$ cat config.mk
export PLATFORM = sky130hd
export DESIGN_NAME = top_n3_computer_iobus_vga_ps2
export DESIGN_NICKNAME = d
export VERILOG_FILES = /design/src/rtl/top_n3_computer_iobus_vga_ps2.sv
export SDC_FILE = /design/constraint.sdc
export NUM_CORES = 1
export LEC_CHECK = 0
export BUFFER_PORTS_ARGS = -buffer_cell sky130_fd_sc_hd__buf_4
export CORE_MARGIN = 2
export CORE_UTILIZATION = 54
export DETAILED_ROUTE_END_ITERATION = 10
export PLACE_DENSITY = 0.76
export SLEW_MARGIN = 20
export SYNTH_ARGS = -nofsm -noshare
export SYNTH_HDL_FRONTEND = slang
export SYNTH_SLANG_ARGS = --single-unit
$ cat constraint.sdc
create_clock -name clk_100mhz -period 3.7 [get_ports clk_100mhz]
set_input_delay 0.555 -clock clk_100mhz [delete_from_list [all_inputs] [get_ports clk_100mhz]]
set_output_delay 0.555 -clock clk_100mhz [all_outputs]
set_load 0.03 [all_outputs]
$ cat src/rtl/top_n3_computer_iobus_vga_ps2.sv
// N3 board I/O top: PS/2 scan-code receiver with a 4-byte history, LED and
// multiplexed 7-segment readout, and a 640x480 VGA sync/colour generator.
module top_n3_computer_iobus_vga_ps2 #(
    parameter int SCAN_BITS   = 19,
    parameter int PIX_DIV     = 4,
    parameter int PS2_TIMEOUT = 65535
) (
    input  logic       clk_100mhz,
    input  logic [4:0] BTN,
    input  logic [7:0] SW,
    input  logic       PS2_clk,
    input  logic       PS2_Data,
    output logic [7:0] LED,
    output logic [7:0] SEGMENT,
    output logic [3:0] AN_SEL,
    output logic [2:0] Red,
    output logic [2:0] Green,
    output logic [1:0] Blue,
    output logic       HSYNC,
    output logic       VSYNC
);
    localparam int TMO_W = (PS2_TIMEOUT > 1) ? $clog2(PS2_TIMEOUT + 1) : 1;
    localparam logic [TMO_W-1:0] TMO_LAST = TMO_W'(PS2_TIMEOUT - 1);
    localparam int PIX_W = (PIX_DIV > 1) ? $clog2(PIX_DIV) : 1;
    localparam logic [PIX_W-1:0] PIX_LAST = PIX_W'(PIX_DIV - 1);

    logic w_rst;
    assign w_rst = BTN[3];

    // ---------------- PS/2 receiver ----------------
    logic [1:0]       r_c_sync, r_d_sync;
    logic             r_c_prev;
    logic [3:0]       r_bitcnt;
    logic [7:0]       r_shift;
    logic [TMO_W-1:0] r_tmo;
    logic [31:0]      r_hist;
    logic [7:0]       r_led;
    logic             w_fall, w_din, w_accept;

    // Sync flops reset low so a reset released with the PS/2 clock low never
    // fakes a falling edge.
    always_ff @(posedge clk_100mhz or posedge w_rst) begin
        if (w_rst) begin
            r_c_sync <= 2'b00;
            r_d_sync <= 2'b00;
            r_c_prev <= 1'b0;
        end else begin
            r_c_sync <= {r_c_sync[0], PS2_clk};
            r_d_sync <= {r_d_sync[0], PS2_Data};
            r_c_prev <= r_c_sync[1];
        end
    end

    assign w_fall   = r_c_prev & ~r_c_sync[1];
    assign w_din    = r_d_sync[1];
    assign w_accept = w_fall && (r_bitcnt == 4'd10) && w_din;

    always_ff @(posedge clk_100mhz or posedge w_rst) begin
        if (w_rst) begin
            r_bitcnt <= 4'd0;
            r_shift  <= 8'h00;
            r_tmo    <= '0;
        end else if (w_fall) begin
            r_tmo <= '0;
            if (r_bitcnt == 4'd0) begin
                if (!w_din) r_bitcnt <= 4'd1;
            end else if (r_bitcnt <= 4'd8) begin
                r_shift  <= {w_din, r_shift[7:1]};
                r_bitcnt <= r_bitcnt + 4'd1;
            end else if (r_bitcnt == 4'd9) begin
                r_bitcnt <= 4'd10;
            end else begin
                r_bitcnt <= 4'd0;
            end
        end else if (r_bitcnt != 4'd0) begin
            // A stalled frame is dropped so the next start bit realigns.
            if (r_tmo == TMO_LAST) begin
                r_bitcnt <= 4'd0;
                r_tmo    <= '0;
            end else begin
                r_tmo <= r_tmo + 1'b1;
            end
        end else begin
            r_tmo <= '0;
        end
    end

    always_ff @(posedge clk_100mhz or posedge w_rst) begin
        if (w_rst) begin
            r_hist <= 32'h0;
            r_led  <= 8'h00;
        end else if (BTN[0]) begin
            r_hist <= 32'h0;
            r_led  <= 8'h00;
        end else if (w_accept) begin
            r_hist <= {r_hist[23:0], r_shift};
            r_led  <= r_shift;
        end
    end

    assign LED = r_led;

    // ---------------- 7-segment scan ----------------
    logic [SCAN_BITS-1:0] r_scan;
    logic [1:0]           w_digit;
    logic [15:0]          w_word;
    logic [3:0]           w_nib;
    logic [7:0]           w_seg;
    logic [7:0]           r_seg;
    logic [3:0]           r_an;

    assign w_digit = r_scan[SCAN_BITS-1 -: 2];
    assign w_word  = SW[0] ? r_hist[31:16] : r_hist[15:0];
    assign w_nib   = w_word[{w_digit, 2'b00} +: 4];

    always_comb begin
        w_seg = 8'hC0;
        case (w_nib)
            4'h0: w_seg = 8'hC0;  4'h1: w_seg = 8'hF9;
            4'h2: w_seg = 8'hA4;  4'h3: w_seg = 8'hB0;
            4'h4: w_seg = 8'h99;  4'h5: w_seg = 8'h92;
            4'h6: w_seg = 8'h82;  4'h7: w_seg = 8'hF8;
            4'h8: w_seg = 8'h80;  4'h9: w_seg = 8'h90;
            4'hA: w_seg = 8'h88;  4'hB: w_seg = 8'h83;
            4'hC: w_seg = 8'hC6;  4'hD: w_seg = 8'hA1;
            4'hE: w_seg = 8'h86;  4'hF: w_seg = 8'h8E;
            default: w_seg = 8'hC0;
        endcase
    end

    always_ff @(posedge clk_100mhz or posedge w_rst) begin
        if (w_rst) begin
            r_scan <= '0;
            r_seg  <= 8'hC0;
            r_an   <= 4'b1110;
        end else begin
            r_scan <= r_scan + 1'b1;
            r_seg  <= w_seg;
            r_an   <= ~(4'b0001 << w_digit);
        end
    end

    assign SEGMENT = r_seg;
    assign AN_SEL  = r_an;

    // ---------------- VGA 640x480 ----------------
    logic [PIX_W-1:0] r_pix;
    logic [9:0]       r_h, r_v;
    logic             w_tick;
    logic             r_hs, r_vs;
    logic [7:0]       r_rgb;

    assign w_tick = (r_pix == PIX_LAST);

    always_ff @(posedge clk_100mhz or posedge w_rst) begin
        if (w_rst) begin
            r_pix <= '0;
            r_h   <= 10'd0;
            r_v   <= 10'd0;
        end else begin
            r_pix <= w_tick ? '0 : r_pix + 1'b1;
            if (w_tick) begin
                if (r_h == 10'd799) begin
                    r_h <= 10'd0;
                    r_v <= (r_v == 10'd524) ? 10'd0 : r_v + 10'd1;
                end else begin
                    r_h <= r_h + 10'd1;
                end
            end
        end
    end

    always_ff @(posedge clk_100mhz or posedge w_rst) begin
        if (w_rst) begin
            r_hs  <= 1'b1;
            r_vs  <= 1'b1;
            r_rgb <= 8'h00;
        end else begin
            r_hs  <= !((r_h >= 10'd656) && (r_h <= 10'd751));
            r_vs  <= !((r_v == 10'd490) || (r_v == 10'd491));
            r_rgb <= ((r_h < 10'd640) && (r_v < 10'd480)) ? SW : 8'h00;
        end
    end

    assign HSYNC = r_hs;
    assign VSYNC = r_vs;
    assign Red   = r_rgb[7:5];
    assign Green = r_rgb[4:2];
    assign Blue  = r_rgb[1:0];
endmodule

==> results_tabular.tex <==
\begin{tabular}{lr}
\hline
Metric & Value \\
\hline
\multicolumn{2}{l}{\textbf{Status}} \\
\quad Status & finished, final reports clean \\
\multicolumn{2}{l}{\textbf{Drt}} \\
\quad Vias after detailed routing & 3891 \\
\quad Wirelength, routed & slightly above 10000 um \\
\quad DR pass1 iterations & 4 \\
\quad Final ANT Viol Nets & 0 \\
\quad 1st-iter DRT viols & about 150 \\
\quad Detailed-route DRC error count & 0 \\
\quad Post-DR wirelength/cell & 14.2 um \\
\quad Mean number of vias per cell & approximately 5.4 \\
\multicolumn{2}{l}{\textbf{Clocking}} \\
\quad \# Post-CTS Setup Buffers & 0 \\
\quad Sinks on the clock net & roughly 130 \\
\quad Clock edge transition at the registers on the reported setup and hold paths & 0.06 ns \\
\quad Buffer cell driving the clock tree root & sky130\_fd\_sc\_hd\_\_clkbuf\_8 \\
\quad Hold buffers post-CTS & 0 \\
\quad Number of buffers created by CTS & 17 \\
\quad Clock tree from TritonCTS & yes \\
\quad Total number of H-tree levels & 4 \\
\quad Later-pin clock latency in the skew report & 0.52 ns \\
\quad Post-CTS resize count & 0 \\
\quad Maximum buffer depth of the clock tree & 2 \\
\multicolumn{2}{l}{\textbf{Floorplanning}} \\
\quad Die Outline Area & around 0.012 mm2 \\
\quad I/O pin count & 46 \\
\quad Vertical die dimension & about 110 um \\
\quad Initial core utilization & a little under three fifths \\
\quad X dimension of the die & between 100 and 150 um \\
\quad Core Rows & 37 \\
\quad Core region area & approximately 0.010 mm2 \\
\multicolumn{2}{l}{\textbf{Setup path}} \\
\quad Critical path capture point type & register \\
\quad Largest fanout on the critical path & 14 \\
\quad Sequence of cells on the critical path & mux4\_1 > mux2i\_1 > inv\_1 > ha\_1 > mux2\_2 > nand2\_1 > o21ai\_0 \\
\quad Critical path data arrival time & 3.16 ns \\
\quad Kind of critical path & register to register \\
\quad Critical path data required time & $\sim$4.1 ns \\
\quad CP Launch Type & register \\
\quad Slowest Stage Delay on Critical Path & $\sim$0.74 ns \\
\quad Slowest cell on the critical path & sky130\_fd\_sc\_hd\_\_dfrtp\_1 \\
\multicolumn{2}{l}{\textbf{Power and ir drop}} \\
\quad Total power per unit cell area & about 510 mW/mm2 \\
\quad Sequential share of power & 45.0\% \\
\quad Combinational share of power & 8.2\% \\
\quad Leakage dissipation & 0.00299 uW \\
\quad Part of the total power dissipated in the clock network & 46.9\% \\
\quad Int Power & between 2000 and 3000 uW \\
\quad Reported net switching power & 818 uW \\
\quad Sw Ratio & 23.9\% \\
\quad Worst vdd ir & 384 uV \\
\multicolumn{2}{l}{\textbf{STA}} \\
\quad Highest clock frequency the design can meet & about 360 MHz \\
\quad Max transition margin & between 30\% and 40\% \\
\quad Worst Slack Setup Final & slightly above 0.9 ns \\
\quad Least-Margin Pin Slew & a little over 1 ns \\
\quad Final cycle utilization of the critical path & between 70\% and 80\% \\
\quad Final hold violation count & 0 \\
\quad Pins over their slew limit & 0 \\
\quad Final min period & 2.79 ns \\
\quad Final setup viols & 0 \\
\quad Unrepaired setup endpoints after global routing & no \\
\quad Final setup skew & 0.0124 ns \\
\quad Worst hold slack & roughly 0.14 ns \\
\quad TNS Setup & 0 ns \\
\multicolumn{2}{l}{\textbf{Cells and area}} \\
\quad Leading cell types in the layout, fill and taps excluded & sky130\_fd\_sc\_hd\_\_dfrtp\_1, sky130\_fd\_sc\_hd\_\_nand2\_1, sky130\_fd\_sc\_hd\_\_buf\_4 \\
\quad Final core occ & $\sim$65\% \\
\quad Antenna cells & 0 \\
\quad Final \#Nets & around 600 \\
\quad Leading cell type in the layout, fill and taps excluded & sky130\_fd\_sc\_hd\_\_dfrtp\_1 \\
\quad Share of final-layout standard cells stronger than drive strength 1 & 18.2\% \\
\quad Total of fill cells in the finished design & slightly below 800 \\
\quad Area added between synthesis and finish & 15.9\% \\
\multicolumn{2}{l}{\textbf{Synth}} \\
\quad Post-synthesis net count & roughly 570 \\
\quad Number of unique standard cell types used by synthesis & 53 \\
\quad Asr flop ratio synth & between 90\% and 100\% \\
\quad Post-synth EDFFs & 0 \\
\quad Synthesized instance count & 534 \\
\quad Mapped Area & between 0.005 and 0.006 mm2 \\
\quad Prevailing post-synth register cell & sky130\_fd\_sc\_hd\_\_dfrtp\_1 \\
\quad Yosys synthesis warning count & 0 \\
\quad Sequential area share after synthesis & a little over half \\
\quad Seq cells post-synth & about 130 \\
\quad Average instance area after synthesis & around 11 um2 \\
\multicolumn{2}{l}{\textbf{Placement}} \\
\quad HPWL after DPL & about 6600 um \\
\quad Post-placement worst setup slack & between 0.9 and 1 ns \\
\quad I/O Buffers & between 40 and 50 \\
\quad Final weighted congestion in routability-driven placement & roughly 0.81 \\
\multicolumn{2}{l}{\textbf{GRT}} \\
\quad Pin count of the biggest net entering global routing & between 60 and 70 \\
\quad Number of antenna violations at the first check in global routing & 0 \\
\quad First-pass GRT wire length & $\sim$18000 um \\
\quad Vias in the first global route & just under 4000 \\
\quad Total routing usage reported by global routing & between 15 and 20\% \\
\quad Overflow left after global routing & 0 \\
\multicolumn{2}{l}{\textbf{Min path}} \\
\quad HP Class & input pin to register \\
\multicolumn{2}{l}{\textbf{Run}} \\
\quad Number of maximum-capacitance constraint violations & 0 \\
\hline
\end{tabular}
[Yosys cell counts, drive strengths merged (2+ instances only)]
cell | number | area [um2]
mux2 | 9 | 101
mux4 | 8 | 188
o21a | 3 | 22.5
nand4 | 11 | 68.8
o21ai | 12 | 63.8
mux2i | 7 | 95.1
inv | 17 | 63.8
nand2 | 87 | 327
nor2 | 42 | 158
o22ai | 3 | 18.8
and2 | 10 | 62.6
nand2b | 5 | 31.3
clkbuf | 11 | 41.3
dfstp | 6 | 158
a21oi | 34 | 170
nand3 | 21 | 105
ha | 18 | 225
xor2 | 13 | 114
buf | 18 | 140
o21bai | 2 | 15.0
xnor2 | 33 | 289
nor4b | 4 | 47.6
a21o | 2 | 15.0
and4 | 9 | 78.8
and3 | 5 | 31.3
dfrtp | 121 | 3030
nor3 | 6 | 30.0
[metrics by stage]
stage,instance area [um2],total power [uW],instances
4_1_cts,6750,3460,717
3_5_place_dp,6170,1850,685
5_1_grt,6750,3580,717
2_1_floorplan,5830,1770,534
3_3_place_gp,6170,1830,685
6_report,6750,3430,717
[state kept, by name, indices dropped and copies added, names as in the netlist, 7 cells and up]
name / cells
r_rgb: 8
r_shift: 8
SEGMENT: 7
r_hist: 32
r_tmo: 16
r_h: 10
r_scan: 19
r_v: 10
[critical path: cells and delay by family (launching register included)]
family	cells	cell delay (ns)
AO/OA/AOI/OAI	1	0.09
adder cells (fa/ha/maj)	1	0.27
buffers and inverters	1	0.17
flip-flops	1	0.74
multiplexers	3	1.31
AND/OR/NAND/NOR	1	0.06
[layer usage]
| layer | vias to the layer above | share of wire, % | global-route usage [%] |
|---|---|---|---|
| li1 | 1878 | - | - |
| met1 | 1942 | 43 | 24.1 |
| met2 | 58 | 52 | 33.5 |
| met3 | 13 | 3.4 | 5.02 |
| met4 | 0 | 1.4 | 8.06 |
| met5 | - | 0 | 0 |
[area by class of cell]
type	count	area, um2	area share (%)
clock inverters	10	110	1.63
clock buffers	22	473	7.01
repair buffers	44	343	5.08
inverters	17	67.6	1.00
flip-flops and latches	127	3190	47.2
well taps	136	170	2.52
multi-input cells	361	2400	35.6
[power by group through the flow]
stage	sequential, uW	combinational, uW	clock [uW]
after CTS	1540	284	1640
after floorplan	1550	218	0
after global placement	1560	271	0
after global routing	1550	320	1700
after detailed placement	1560	283	0
final	1540	280	1610
[cell families (layout without fill, tap and decap cells)]
group / after synthesis / after routing / share of synthesized area, %
adders and majority gates: 18 / 18 / 3.87
buffers and inverters: 46 / 93 / 4.21
DFF: 127 / 127 / 54.7
xor gates and xnor gates: 46 / 46 / 6.92
muxes: 24 / 24 / 6.60
other: 1 / 1 / 0.0644
and+or+nand+nor: 207 / 207 / 17.1
AOI/OAI and AO/OA: 65 / 65 / 6.55
[worst paths after layout]
check / slack, ns / start / endpoint / cells past startpoint
max: 0.91 / r_scan[17] / SEGMENT[3] / 7
min: 0.14 / PS2_Data / r_d_sync[0] / 1
min in group asynchronous: 0.22 / BTN[3] / r_c_sync[0] / 2
max in group asynchronous: 2.62 / BTN[3] / SEGMENT[6] / 3
min reg2reg: 0.35 / r_c_sync[0] / r_c_sync[1] / 0
max reg2reg: 0.91 / r_scan[17] / SEGMENT[3] / 7
Power figures use the tool's default switching activity.
